### src/rtl/serial_link_pkg.sv
// Shared definitions for the shift-enable serial link: receiver state encoding
// and the default frame width used by both ends of the link.
package serial_link_pkg;

  typedef enum logic {
    ST_IDLE  = 1'b0,
    ST_SHIFT = 1'b1
  } link_state_t;

  localparam int FRAME_BITS = 4;

endpackage : serial_link_pkg

### src/rtl/serial_out_buffer.sv
// Single-entry valid/ready holding register for completed words. A word that
// arrives while the held word is still pending and not being taken is dropped.
module serial_out_buffer #(
  parameter int WIDTH = 4
) (
  input  logic             clk,
  input  logic             rst,
  input  logic             load,
  input  logic [WIDTH-1:0] word,
  input  logic             dout_ready,
  output logic [WIDTH-1:0] dout,
  output logic             dout_valid,
  output logic             overrun
);

  logic [WIDTH-1:0] dout_r;
  logic             dout_valid_r;
  logic             overrun_r;

  // Holding register: accept, hand off, or drop with a one-cycle overrun pulse
  always_ff @(posedge clk) begin
    if (rst) begin
      dout_r       <= '0;
      dout_valid_r <= 1'b0;
      overrun_r    <= 1'b0;
    end else begin
      overrun_r <= 1'b0;
      if (load) begin
        // The slot frees up on the same edge it is consumed, so a new word can land
        if (!dout_valid_r || dout_ready) begin
          dout_r       <= word;
          dout_valid_r <= 1'b1;
        end else begin
          overrun_r <= 1'b1;
        end
      end else if (dout_valid_r && dout_ready) begin
        dout_valid_r <= 1'b0;
      end else begin
        dout_valid_r <= dout_valid_r;
      end
    end
  end

  assign dout       = dout_r;
  assign dout_valid = dout_valid_r;
  assign overrun    = overrun_r;

endmodule : serial_out_buffer

### src/rtl/serial_word_receiver.sv
// Deserializer for the shift-enable serial link: samples sin while sh is high,
// assembles WIDTH-bit frames and reports truncated bursts as framing errors.
module serial_word_receiver
  import serial_link_pkg::*;
#(
  parameter int WIDTH     = FRAME_BITS,
  parameter bit LSB_FIRST = 1'b1
) (
  input  logic             clk,
  input  logic             rst,
  input  logic             sh,
  input  logic             sin,
  output logic [WIDTH-1:0] dout,
  output logic             dout_valid,
  input  logic             dout_ready,
  output logic             busy,
  output logic             frame_err,
  output logic             overrun
);

  localparam int             CW       = $clog2(WIDTH + 1);
  localparam logic [CW-1:0]  LAST_BIT = CW'(WIDTH - 1);
  localparam logic [CW-1:0]  ONE      = CW'(1);

  link_state_t      state_r;
  logic [CW-1:0]    count_r;
  logic [WIDTH-1:0] shreg_r;
  logic             busy_r;
  logic             frame_err_r;
  logic [WIDTH-1:0] shifted_s;
  logic             complete_s;

  // Next shift-register contents with the current sin folded in
  always_comb begin
    shifted_s = '0;
    if (LSB_FIRST) begin
      shifted_s = {sin, shreg_r[WIDTH-1:1]};
    end else begin
      shifted_s = {shreg_r[WIDTH-2:0], sin};
    end
  end

  // A frame completes on the edge that samples its last bit
  always_comb begin
    complete_s = 1'b0;
    if ((state_r == ST_SHIFT) && sh && (count_r == LAST_BIT)) begin
      complete_s = 1'b1;
    end else begin
      complete_s = 1'b0;
    end
  end

  // Frame FSM: bit counting, shifting and framing-error detection
  always_ff @(posedge clk) begin
    if (rst) begin
      state_r     <= ST_IDLE;
      count_r     <= '0;
      shreg_r     <= '0;
      busy_r      <= 1'b0;
      frame_err_r <= 1'b0;
    end else begin
      frame_err_r <= 1'b0;
      case (state_r)
        ST_IDLE: begin
          if (sh) begin
            shreg_r <= shifted_s;
            count_r <= ONE;
            state_r <= ST_SHIFT;
            busy_r  <= 1'b1;
          end else begin
            state_r <= ST_IDLE;
            busy_r  <= 1'b0;
          end
        end
        ST_SHIFT: begin
          if (!sh) begin
            frame_err_r <= 1'b1;
            shreg_r     <= '0;
            count_r     <= '0;
            state_r     <= ST_IDLE;
            busy_r      <= 1'b0;
          end else if (count_r == LAST_BIT) begin
            // Completed word goes to the output buffer via shifted_s
            shreg_r <= '0;
            count_r <= '0;
            state_r <= ST_IDLE;
            busy_r  <= 1'b0;
          end else begin
            shreg_r <= shifted_s;
            count_r <= count_r + ONE;
            state_r <= ST_SHIFT;
            busy_r  <= 1'b1;
          end
        end
        default: begin
          shreg_r <= '0;
          count_r <= '0;
          state_r <= ST_IDLE;
          busy_r  <= 1'b0;
        end
      endcase
    end
  end

  serial_out_buffer #(
    .WIDTH(WIDTH)
  ) u_out_buffer (
    .clk        (clk),
    .rst        (rst),
    .load       (complete_s),
    .word       (shifted_s),
    .dout_ready (dout_ready),
    .dout       (dout),
    .dout_valid (dout_valid),
    .overrun    (overrun)
  );

  assign busy      = busy_r;
  assign frame_err = frame_err_r;

endmodule : serial_word_receiver

### config.mk
export PLATFORM = sky130hd
export DESIGN_NAME = serial_word_receiver
export DESIGN_NICKNAME = d
export VERILOG_FILES = /design/src/rtl/serial_link_pkg.sv /design/src/rtl/serial_out_buffer.sv /design/src/rtl/serial_word_receiver.sv
export SDC_FILE = /design/constraint.sdc
export NUM_CORES = 1
export LEC_CHECK = 0
export BUFFER_PORTS_ARGS = -buffer_cell sky130_fd_sc_hd__buf_2
export CORE_ASPECT_RATIO = 1.1
export CORE_MARGIN = 3
export CORE_UTILIZATION = 30
export DETAILED_ROUTE_END_ITERATION = 10
export PLACE_DENSITY_LB_ADDON = 0.3
export SYNTH_ARGS = -nofsm -noshare
export SYNTH_HDL_FRONTEND = slang
export SYNTH_SLANG_ARGS = --single-unit
### constraint.sdc
create_clock -name clk -period 2.8 [get_ports clk]
set_input_delay 0.56 -clock clk [delete_from_list [all_inputs] [get_ports clk]]
set_output_delay 0.56 -clock clk [all_outputs]
set_load 0.01 [all_outputs]
==> run_results.csv <==
group,metric,value,unit
drt,drtAntennaViolNets,0,
setup_path,crit_chain,"buf_2",
clock_tree,cts_resized,0,
drt,routed_wl,934,um
timing,period_share,0.517,
clock_tree,htree_levels,1,
grt,grt_pass1_vias,338,
drt,wl_per_cell,11.0,um
clock_tree,cts-buffers-inserted,3,
timing,rsz0062_at_grt,"no",
grt,antenna_found_initial,0,
floorplanning,start_util,0.330,
clock_tree,clkTransAtPathRegs,90,ps
synth,synth.distinct_cells,19,
setup_path,crit_slowest_cell,"dfxtp_1",
grt,grt_usage,0.0846,
synth,yosysSeqAreaShare,0.520,
placement,hpwl,672,um
final_layout,num_antenna_cells,0,
power_and_ir_drop,cellInternalPower,291,uW
setup_path,worstPathArrival,890,ps
setup_path,max_stage_delay,440,ps
floorplanning,core,1630,um2
timing,period_minus_slack,1450,ps
setup_path,path_class,"register to output port",
synth,synth_top_area_frac,0.520,
timing,finalSetupViolCount,0,
floorplanning,rows,15,
final_layout,fin_nets,75,
power_and_ir_drop,p_leak,0.000305,uW
timing,final_hold_viol_count,0,
setup_path,start_kind,"register",
job,maxCapViolCount,0,
synth,synthesis.area,539,um2
timing,timing.fmax,0.690,GHz
floorplanning,ios,13,
drt,viasPerCell,4.82,
final_layout,syn_to_final_growth,19.0,%
synth,async_reset_ff_frac,0,
setup_path,critPathTopFamily,"flip-flops",
setup_path,worst-path-buf-inv,1,
outcome,status,"finished clean",
synth,avgSynthCellArea,9.99,um2
final_layout,stdcell_count,85,
final_layout,n_fill_cell,168,
power_and_ir_drop,sw_frac_of_total,0.213,
setup_path,end_kind,"output port",
timing,skew,4.95,ps
timing,relSlewSlack,0.778,
drt,vias,410,
placement,gp_congestion,0.652,
grt,grt_pass1_wl,1.42,mm
timing,tightest_slew,331,ps
synth,synth-edff-count,0,
clock_tree,post-cts-setup-buffers,0,
drt,drtPass1Iterations,3,
final_layout,final_util,0.393,
clock_tree,clk_latency,280,ps
power_and_ir_drop,p_seq_frac,0.556,
synth,yosysTopAreaCell,"dfxtp_1",
final_layout,drive_gt1_frac,0.265,
timing,fin_setup_tns,0,ps
synth,synth.most_common_cell,"dfxtp_1",
power_and_ir_drop,clockPowerShare,0.388,
drt,drtIter0Drc,6,
synth,ys_ff_latch,14,
synth,syn_nets,60,
setup_path,required,2240,ps
placement,place_inst,81,
synth,yosys_warnings,0,
clock_tree,clockRootBuffer,"clkbuf_4",
setup_path,cp_max_fo,7,
synth,synth_cells,54,
floorplanning,die_w,46.4,um
clock_tree,clockBufferDepth,2,
drt,drcViolationCount,0,
clock_tree,cts_sinks,14,
synth,synth_area_leaders,"dfxtp_1, nand2b_1, mux2i_1",
power_and_ir_drop,powerDensity,576,nW/um2
synth,synth_commonest_cells,"dfxtp_1, nand2b_1, mux2i_1",
power_and_ir_drop,power_frac_comb,0.056,
clock_tree,cts_tree,"built",
clock_tree,postCtsHoldBufs,0,
grt,grt-ovfl-total,0,
worst_hold_path,min_path_type,"register to register",
floorplanning,die_height,50.5,um
synth,synth_flop_cell,"dfxtp_1",
placement,io_buffers,12,
grt,grt_max_degree,16,
timing,slew_violations,0,
power_and_ir_drop,ir_drop,200,uV
floorplanning,dieArea,2340,um2
power_and_ir_drop,switchingPower,78.7,uW
worst paths after layout:
kind | cells past startpoint | start | endpoint | slack (ps)
setup / recovery | 1 | busy | busy | 1350
hold / removal | 2 | count_r[1] | count_r[1] | 470
setup reg to reg | 4 | count_r[0] | shreg_r[2] | 1560
hold reg to reg | 2 | count_r[1] | count_r[1] | 470
metal layers:
metal,global-route usage,share of wire,vias up
li1,-,-,213
met1,0.107,0.48,186
met2,0.115,0.46,9
met3,0.0215,0.037,2
met4,0.0711,0.022,0
met5,0,0,-
stage by stage:
| stage | area, um2 | power, uW | setup slack (ps) | hold slack, ps |
|---|---|---|---|---|
| floorplan | 539 | 223 | 1620 | 436 |
| global placement | 606 | 230 | 1480 | 448 |
| detailed placement | 606 | 231 | 1480 | 460 |
| CTS | 642 | 372 | 1360 | 474 |
| global route | 642 | 379 | 1310 | 488 |
| finish | 642 | 370 | 1350 | 473 |
flip-flops by register name (all words and copies together), names as in the netlist:
signal,cells
u_out_buffer.dout,4
count_r,3
shreg_r,3
busy,1
frame_err,1
u_out_buffer.dout_valid,1
u_out_buffer.overrun,1
logic make-up after synthesis:
family | Yosys count | share of synthesized area
AO/OA/AOI/OAI | 8 | 0.0812
adder cells (fa/ha/maj) | 1 | 0.0232
buffers and inverters | 4 | 0.0418
flip-flops | 14 | 0.520
multiplexers | 4 | 0.0742
AND/OR/NAND/NOR | 23 | 0.260
power groups by stage:
stage,combinational (uW),sequential [uW],clock (uW)
2_1_floorplan,12.4,210,0
3_3_place_gp,20.3,210,0
3_5_place_dp,20.4,210,0
4_1_cts,20.8,206,145
5_1_grt,22.9,206,150
6_report,20.6,206,144
layout by cell type, fill, tap and decap left out:
cell type  netlist  layout
nand2b_1        10      10
nand4b_1         1       1
buf_2            0      12
dfxtp_1         14      14
inv_1            2       2
nand2b_4         1       1
nand2_1          2       2
and3b_1          1       1
clkbuf_4         0       3
mux2i_1          4       4
o22ai_1          3       3
nand4_1          1       1
nor2_1           3       3
nor3_1           3       3
a21oi_1          3       3
clkbuf_8         0       1
o21ai_1          1       1
o21ai_0          1       1
or2_2            1       1
ha_1             1       1
tightest hold or removal path, delay by kind of cell, from the launching register on:
kind            cells  cell delay, ps
simple gates        1              60
flops               1             320
compound gates      1              50
layout make-up:
class / instances / area [um2] / share of cell area
clock buffer: 4 / 36.3 / 0.0565
tap: 17 / 21.3 / 0.0331
inverter: 2 / 7.51 / 0.0117
timing repair buffer: 12 / 60.1 / 0.0936
multi-input combinational: 36 / 236 / 0.368
sequential: 14 / 280 / 0.437
Note: power is estimated with default switching activity, not from simulation.
